<file path="src/rtl/pipelined_adder.sv">
// N-bit adder whose carry chain is cut into STAGES registered segments.
// Define PIPELINED_ADDER_OVF_EN to add the signed-overflow output ovf.
module pipelined_adder #(
  parameter int N      = 8,
  parameter int STAGES = 2
) (
  input  logic         clk,
  input  logic         rst,
  input  logic         in_valid,
  output logic         in_ready,
  input  logic [N-1:0] a,
  input  logic [N-1:0] b,
  input  logic         cin,
  output logic         out_valid,
  input  logic         out_ready,
  output logic [N-1:0] s,
  output logic         cout
`ifdef PIPELINED_ADDER_OVF_EN
  ,
  output logic         ovf
`endif
);

  localparam int W = N / STAGES;
  localparam int L = STAGES - 1;

  if (STAGES < 1 || STAGES > N || (N % STAGES) != 0) begin : g_bad_cfg
    $error("pipelined_adder: N must be a multiple of STAGES");
  end

  logic         adv;
  logic [W:0]   part;

  logic         v_q   [STAGES];
  logic         v_d   [STAGES];
  logic         c_q   [STAGES];
  logic         c_d   [STAGES];
  logic [N-1:0] a_q   [STAGES];
  logic [N-1:0] a_d   [STAGES];
  logic [N-1:0] b_q   [STAGES];
  logic [N-1:0] b_d   [STAGES];
  logic [N-1:0] s_q   [STAGES];
  logic [N-1:0] s_d   [STAGES];

  logic         v_src [STAGES];
  logic         c_src [STAGES];
  logic [N-1:0] a_src [STAGES];
  logic [N-1:0] b_src [STAGES];
  logic [N-1:0] s_src [STAGES];

`ifdef PIPELINED_ADDER_OVF_EN
  logic ovf_q;
  logic ovf_d;
`endif

  always_comb begin
    adv      = !v_q[L] || out_ready;
    part     = '0;
    v_src[0] = in_valid;
    c_src[0] = cin;
    a_src[0] = a;
    b_src[0] = b;
    s_src[0] = '0;
    for (int k = 1; k < STAGES; k++) begin
      v_src[k] = v_q[k-1];
      c_src[k] = c_q[k-1];
      a_src[k] = a_q[k-1];
      b_src[k] = b_q[k-1];
      s_src[k] = s_q[k-1];
    end
    // each stage resolves one W-bit slice with the carry of the stage before
    for (int k = 0; k < STAGES; k++) begin
      v_d[k] = v_q[k];
      c_d[k] = c_q[k];
      a_d[k] = a_q[k];
      b_d[k] = b_q[k];
      s_d[k] = s_q[k];
      if (adv) begin
        part = {1'b0, a_src[k][k*W +: W]}
             + {1'b0, b_src[k][k*W +: W]}
             + {{W{1'b0}}, c_src[k]};
        v_d[k]           = v_src[k];
        c_d[k]           = part[W];
        a_d[k]           = a_src[k];
        b_d[k]           = b_src[k];
        s_d[k]           = s_src[k];
        s_d[k][k*W +: W] = part[W-1:0];
      end
    end
`ifdef PIPELINED_ADDER_OVF_EN
    ovf_d = ovf_q;
    if (adv) begin
      ovf_d = (a_src[L][N-1] == b_src[L][N-1])
           && (s_d[L][N-1] != a_src[L][N-1]);
    end
`endif
  end

  always_ff @(posedge clk or posedge rst) begin
    if (rst) begin
      for (int k = 0; k < STAGES; k++) begin
        v_q[k] <= 1'b0;
        c_q[k] <= 1'b0;
        a_q[k] <= '0;
        b_q[k] <= '0;
        s_q[k] <= '0;
      end
`ifdef PIPELINED_ADDER_OVF_EN
      ovf_q <= 1'b0;
`endif
    end else begin
      for (int k = 0; k < STAGES; k++) begin
        v_q[k] <= v_d[k];
        c_q[k] <= c_d[k];
        a_q[k] <= a_d[k];
        b_q[k] <= b_d[k];
        s_q[k] <= s_d[k];
      end
`ifdef PIPELINED_ADDER_OVF_EN
      ovf_q <= ovf_d;
`endif
    end
  end

  assign in_ready  = adv;
  assign out_valid = v_q[L];
  assign s         = s_q[L];
  assign cout      = c_q[L];
`ifdef PIPELINED_ADDER_OVF_EN
  assign ovf       = ovf_q;
`endif

endmodule

</file>
<file path="config.mk">
export PLATFORM = sky130hd
export DESIGN_NAME = pipelined_adder
export DESIGN_NICKNAME = d
export VERILOG_FILES = /design/src/rtl/pipelined_adder.sv
export SDC_FILE = /design/constraint.sdc
export NUM_CORES = 1
export LEC_CHECK = 0
export CAP_MARGIN = 20
export CORE_ASPECT_RATIO = 0.6
export CORE_UTILIZATION = 32
export CTS_BUF_LIST = sky130_fd_sc_hd__clkbuf_4
export DETAILED_ROUTE_END_ITERATION = 8
export HOLD_SLACK_MARGIN = 0.12
export PLACE_DENSITY = 0.66
export SYNTH_ARGS = -nofsm -noshare
export SYNTH_HDL_FRONTEND = slang
export SYNTH_SLANG_ARGS = --single-unit
</file>
<file path="constraint.sdc">
create_clock -name clk -period 4.7 [get_ports clk]
set_clock_uncertainty 0.05 [all_clocks]
set_input_delay 0.94 -clock clk [delete_from_list [all_inputs] [get_ports clk]]
set_output_delay 0.94 -clock clk [all_outputs]
set_load 0.03 [all_outputs]
</file>
==> results.json, run 1 <==
{
  "status": "finished clean",
  "area_growth_syn_to_layout_pct": 25.4,
  "wl_per_cell_um": 11.2,
  "synth-edff-count": 0,
  "clkTransAtPathRegs_ns": 0.12,
  "drc": 0,
  "synth.distinct_cells": 19,
  "drv_slew": 0,
  "hold_path.class": "reg2reg",
  "grt_pass1_vias": 814,
  "yosysWarnings": 0,
  "cts_tree": "built",
  "max_freq_ghz": 0.271,
  "fp.dieW_um": 83.0,
  "htreeDepth": 1,
  "syn_inst": 130,
  "avgSynthCellArea_um2": 9.69,
  "die_y_um": 50.6,
  "vdd_drop_max_mv": 0.198,
  "fin_crit_ns": 3.69,
  "clock_path_buffers": 2,
  "ys_seq_area_share_pct": 47.7,
  "fin_crit_sh_pct": 78.5,
  "arrival_ns": 2.70,
  "holdBufCountCts": 0,
  "vias": 860,
  "drive_gt1_share_pct": 8.50,
  "drt_first_pass_iters": 4,
  "worstSkewPairLatency_ns": 0.32,
  "drt_wl_total_um": 2250,
  "fillerInstances": 358,
  "path_class": "in2out",
  "clockPowerShare_pct": 21.8,
  "cts_root_buf": "clkbuf_4",
  "cp-start-kind": "primary input",
  "synth_area_um2": 1260,
  "p_int_mw": 0.451,
  "cts_resized": 0,
  "rows": 17,
  "place.gp.congestion": 0.778,
  "critPathRequiredTime_ns": 3.71,
  "fin_tns_setup_ns": 0,
  "seq_power_share_pct": 41.3,
  "p_switching_mw": 0.231,
  "post-cts-setup-buffer-count": 0,
  "die-area_um2": 4200,
  "grt_max_degree": 29,
  "overflow": 0,
  "crit_path_end_kind": "output pin",
  "ys_ff_latch": 24,
  "tightest_slew_ns": 0.911,
  "p_sw_share_pct": 33.9,
  "initial_core_util_pct": 33.8,
  "io_buffers": 31,
  "nets": 185,
  "coreArea_um2": 3720,
  "leakagePower_nw": 0.759,
  "power.density_nw_per_um2": 431,
  "io_pins": 32,
  "finalPower_mw": 0.682,
  "grt_pass1_wl_um": 3750,
  "max_slew_margin_pct": 39.2,
  "syn_nets": 161,
  "first_iter_violations": 37,
  "clock-sinks": 24,
  "max_cap_viol_count": 0,
  "worstPathMaxFanout": 28,
  "ys_async_sr_fraction_pct": 100,
  "routed_via_density": 4.30,
  "grt_usage_pct": 11.4,
  "rsz0062_at_grt": "no",
  "antenna_found_initial": 0,
  "synth_flop_cell": "dfrtp_1",
  "diodes": 0,
  "cts_buffers": 3,
  "dp_hpwl_um": 1730,
  "ant_nets": 0,
  "hold_viol_final": 0,
  "finalSetupViolCount": 0,
  "comb_power_share_pct": 36.9
}
cell type report:
cell class	count	area, um2	area share [%]
Clock buffer	3	22.5	1.43
Timing Repair Buffer	31	310	19.6
Tap cell	47	58.8	3.72
Inverter	9	36.3	2.30
Sequential cell	24	601	38.0
Clock inverter	1	30.0	1.90
Multi-Input combinational cell	85	522	33.0
layer usage:
layer,wire [um],global-route usage [%]
met1,1180,16.3
met2,939,16.7
met3,123,4.28
met4,0,1.72
met5,0,0
path summary, 6_finish.rpt:
kind | from | to | slack, ns | depth (start not counted)
max in group asynchronous | rst | cout$_DFFE_PP0P_ | 2.98 | 2
setup / recovery | out_ready | in_ready | 1.01 | 4
setup reg to reg | c_q[1]$_DFFE_PP0P_ | s[7]$_DFFE_PP0P_ | 3.11 | 5
hold reg to reg | v_q[1]$_DFFE_PP0P_ | v_q[1]$_DFFE_PP0P_ | 0.43 | 2
min in group asynchronous | rst | s[4]$_DFFE_PP0P_ | 1.05 | 2
hold / removal | v_q[1]$_DFFE_PP0P_ | v_q[1]$_DFFE_PP0P_ | 0.43 | 2
sequential cells by signal, summed over array words and instances (netlist names):
register and cells:
a_q 4, b_q 4, c_q 1, cout 1
out_valid 1, s 8, s_q 4, v_q 1
critical path, stage by stage:
cell,delay (ns)
clkdlybuf4s50_1,0.44
nor2b_4,0.43
inv_4,0.23
clkdlybuf4s50_1,0.65
cells in the final DEF, fill, tap and decap left out:
master	instances
bufinv_16	1
a21oi_2	5
inv_1	8
clkdlybuf4s50_1	31
fa_1	4
dfrtp_1	24
nor2b_4	1
o21ai_2	2
nand2b_1	1
o21ai_1	2
o21ai_0	4
inv_4	1
xor2_1	3
nor2b_1	2
nand2_1	44
ha_1	6
clkbuf_4	3
a21oi_1	2
a21o_1	2
nor2_1	7
synth_stat cells, types with 2 or more instances:
cell type,instances,share of area (%)
a21oi_2,5,3.5
fa_1,4,6.4
o21ai_0,4,1.6
buf_4,9,5.4
xor2_1,3,2.1
inv_1,8,2.4
nand2_1,44,13
nor2_1,7,2.1
buf_6,3,2.7
dfrtp_1,24,48
o21ai_1,2,0.79
o21ai_2,2,1.4
nor2b_1,2,0.99
ha_1,6,6.0
a21oi_1,2,0.79
a21o_1,2,1.2
power by group through the flow:
stage	clock, mW	sequential [mW]	combinational, mW
after CTS	0.155	0.282	0.256
after detailed placement	0	0.287	0.256
after floorplan	0	0.286	0.192
final	0.149	0.281	0.251
after global routing	0.161	0.288	0.275
after global placement	0	0.283	0.251
cell families (layout without fill, tap and decap cells):
group                      Yosys count  in the layout  synth area share, %
AOI/OAI and AO/OA                   17             17                 9.24
xor gates and xnor gates             3              3                 2.09
adders and majority gates           10             10                 12.3
buffers and inverters               21             44                 10.9
DFF                                 24             24                 47.7
and+or+nand+nor                     55             55                 17.8
per-stage QoR:
stage	util [%]	setup WS, ns	std cells	hold slack, ns	area [um2]
after floorplan	-	2.41	130	0.380	1260
after global placement	41.0	1.01	196	0.397	1530
after detailed placement	41.0	0.976	196	0.401	1530
after CTS	42.5	0.984	200	0.431	1580
after global routing	42.5	0.881	200	0.458	1580
final	42.5	1.01	200	0.433	1580
Note: power is estimated with default switching activity, not from simulation.
==> run 2, diff against run 1 <==
clock period = 3.7 ns   (was 4.7 ns; I/O delays follow)
==> run 2 against run 1 <==
Against the previous run:
- sequential share of layout area increased by 0.46 points
- first-iteration DRC count shrank 5.4%
- clock power is 22% lower
- final cell count increased by 0.50%
- hold slack got worse by 0.0016 ns
- sequential power is 27% higher
- largest cell class unchanged
==> results.json, run 2 (same netlist as run 1, synthesis figures left out) <==
{
  "status": "finished clean",
  "grt_busiest_layer": "met2",
  "finalSetupViolCount": 0,
  "cp-start-kind": "primary input",
  "r2r_start": "c_q[1]$_DFFE_PP0P_",
  "clockPowerShare_pct": 14.6,
  "holdBufCountCts": 0,
  "multiInputGateArea_um2": 522,
  "max_slew_margin_pct": 39.2,
  "rsz0062_at_grt": "no",
  "grt_max_degree": 29,
  "fin_crit_sh_pct": 82.6,
  "fin_tns_setup_ns": 0,
  "cts_tree": "built",
  "vdd_drop_max_mv": 0.226,
  "drt_wl_total_um": 2320,
  "initial_core_util_pct": 33.8,
  "regToRegSetupSlack_ns": 2.03,
  "drc": 0,
  "max_cap_viol_count": 0,
  "regArea_um2": 601,
  "place.gp.congestion": 0.776,
  "use_met3_pct": 4.93,
  "critPathRequiredTime_ns": 2.91,
  "wl_per_cell_um": 11.5,
  "ant_nets": 0,
  "cts_buffers": 3,
  "clock_path_buffers": 2,
  "layout_commonest_cell": "nand2_1",
  "leakagePower_nw": 0.752,
  "dp.cells": 197,
  "worstPathMaxFanout": 28,
  "worstSkewPairLatency_ns": 0.31,
  "grt_usage_pct": 11.7,
  "post-cts-setup-buffer-count": 0,
  "cts_root_buf": "clkbuf_4",
  "final_cells": 201,
  "comb_power_share_pct": 40.7,
  "drv_slew": 0,
  "fin_crit_ns": 3.06,
  "p_switching_mw": 0.294,
  "die_y_um": 50.6,
  "p_int_mw": 0.504,
  "antenna_found_initial": 0,
  "rr_endpoint": "s[7]$_DFFE_PP0P_",
  "path_common_cell": "clkdlybuf4s50_1",
  "power.density_nw_per_um2": 511,
  "die-area_um2": 4200,
  "worstPathCellList": "clkdlybuf4s50_1, nor2b_4, inv_4, clkdlybuf4s50_1",
  "cpPeakStageDelay_ns": 0.73,
  "area_growth_syn_to_layout_pct": 23.9,
  "io_buffers": 31,
  "p_sw_share_pct": 36.8,
  "clkTransAtPathRegs_ns": 0.13,
  "coreArea_um2": 3720,
  "grt_pass1_vias": 860,
  "rows": 17,
  "cts_resized": 0,
  "crit_path_end_kind": "output pin",
  "htreeDepth": 1,
  "clock-sinks": 24,
  "mostFrequentLayoutCells": "44 x nand2_1, 31 x clkdlybuf4s50_1, 24 x dfrtp_1, 8 x inv_1, 7 x nor2_1",
  "dp_hpwl_um": 1740,
  "drt_first_pass_iters": 4,
  "arrival_ns": 2.27,
  "first_iter_violations": 35,
  "largest_reg_flops": 8,
  "tightest_slew_ns": 0.912,
  "hold_viol_final": 0,
  "grtUsageMet2_pct": 17.6,
  "critical_path.slowest_cell": "clkdlybuf4s50_1",
  "diodes": 0,
  "path_class": "in2out",
  "io_pins": 32,
  "hold_end": "s[2]$_DFFE_PP0P_",
  "seq_power_share_pct": 44.7,
  "drive_gt1_share_pct": 8.44,
  "max_freq_ghz": 0.327,
  "routed_via_density": 4.28,
  "met1_usage_pct": 15.5,
  "grt_pass1_wl_um": 3780,
  "hold_path.class": "reg2reg",
  "fp.dieW_um": 83.0,
  "min-delay-start": "s[2]$_DFFE_PP0P_",
  "whs_path_depth": 2,
  "overflow": 0,
  "nets": 186,
  "vias": 861,
  "fillerInstances": 374,
  "r2r_cells": 5
}
[run 2: changes by cell type in the layout (fill, tap and decap cells not counted)]
cell       change
buf_4          +1
bufinv_16      -1
clkinv_1       +1
[run 2: worst max-delay path by stage]
stage / from / endpoint / slack, ns
after floorplan: out_ready / in_ready / 1.81
after CTS: out_ready / in_ready / 0.64
after global routing: out_ready / in_ready / 0.59
final: out_ready / in_ready / 0.64
after detailed placement: out_ready / in_ready / 0.63
after global placement: out_ready / in_ready / 0.65
[run 2: cell type report]
cell class	instances	share of cell area, %
clock inverters	1	0.240
repair buffers	32	20.4
flip-flops and latches	24	38.5
multi-input cells	85	33.4
inverters	9	2.32
well taps	47	3.77
clock buffers	3	1.44
[run 2: worst max-delay path: cells and delay by family]
| family | cells | cell delay [ns] |
|---|---|---|
| and+or+nand+nor | 1 | 0.06 |
| buffers and inverters | 3 | 1.46 |
[run 2: metal layers]
metal	vias to the layer above	routed length (um)	part of all wire, %
met2	23	1040	45
met1	396	1130	49
li1	440	-	-
met5	-	0	0
met3	2	133	5.7
met4	0	12	0.52
[run 2: power groups by stage]
stage | registers (mW) | clock network, mW | logic (mW)
2_1_floorplan | 0.363 | 0 | 0.244
3_3_place_gp | 0.359 | 0 | 0.320
3_5_place_dp | 0.364 | 0 | 0.328
4_1_cts | 0.358 | 0.123 | 0.329
5_1_grt | 0.365 | 0.133 | 0.353
6_report | 0.357 | 0.116 | 0.325
[run 2: stage by stage]
step	worst slack, ns	util (%)	power [mW]	hold WS [ns]	area, um2
final	0.643	41.9	0.798	0.431	1560
after detailed placement	0.633	41.2	0.692	0.410	1540
after CTS	0.635	41.9	0.810	0.440	1560
after global placement	0.652	41.2	0.679	0.392	1540
after floorplan	1.81	-	0.607	0.380	1260
after global routing	0.585	41.9	0.851	0.459	1560
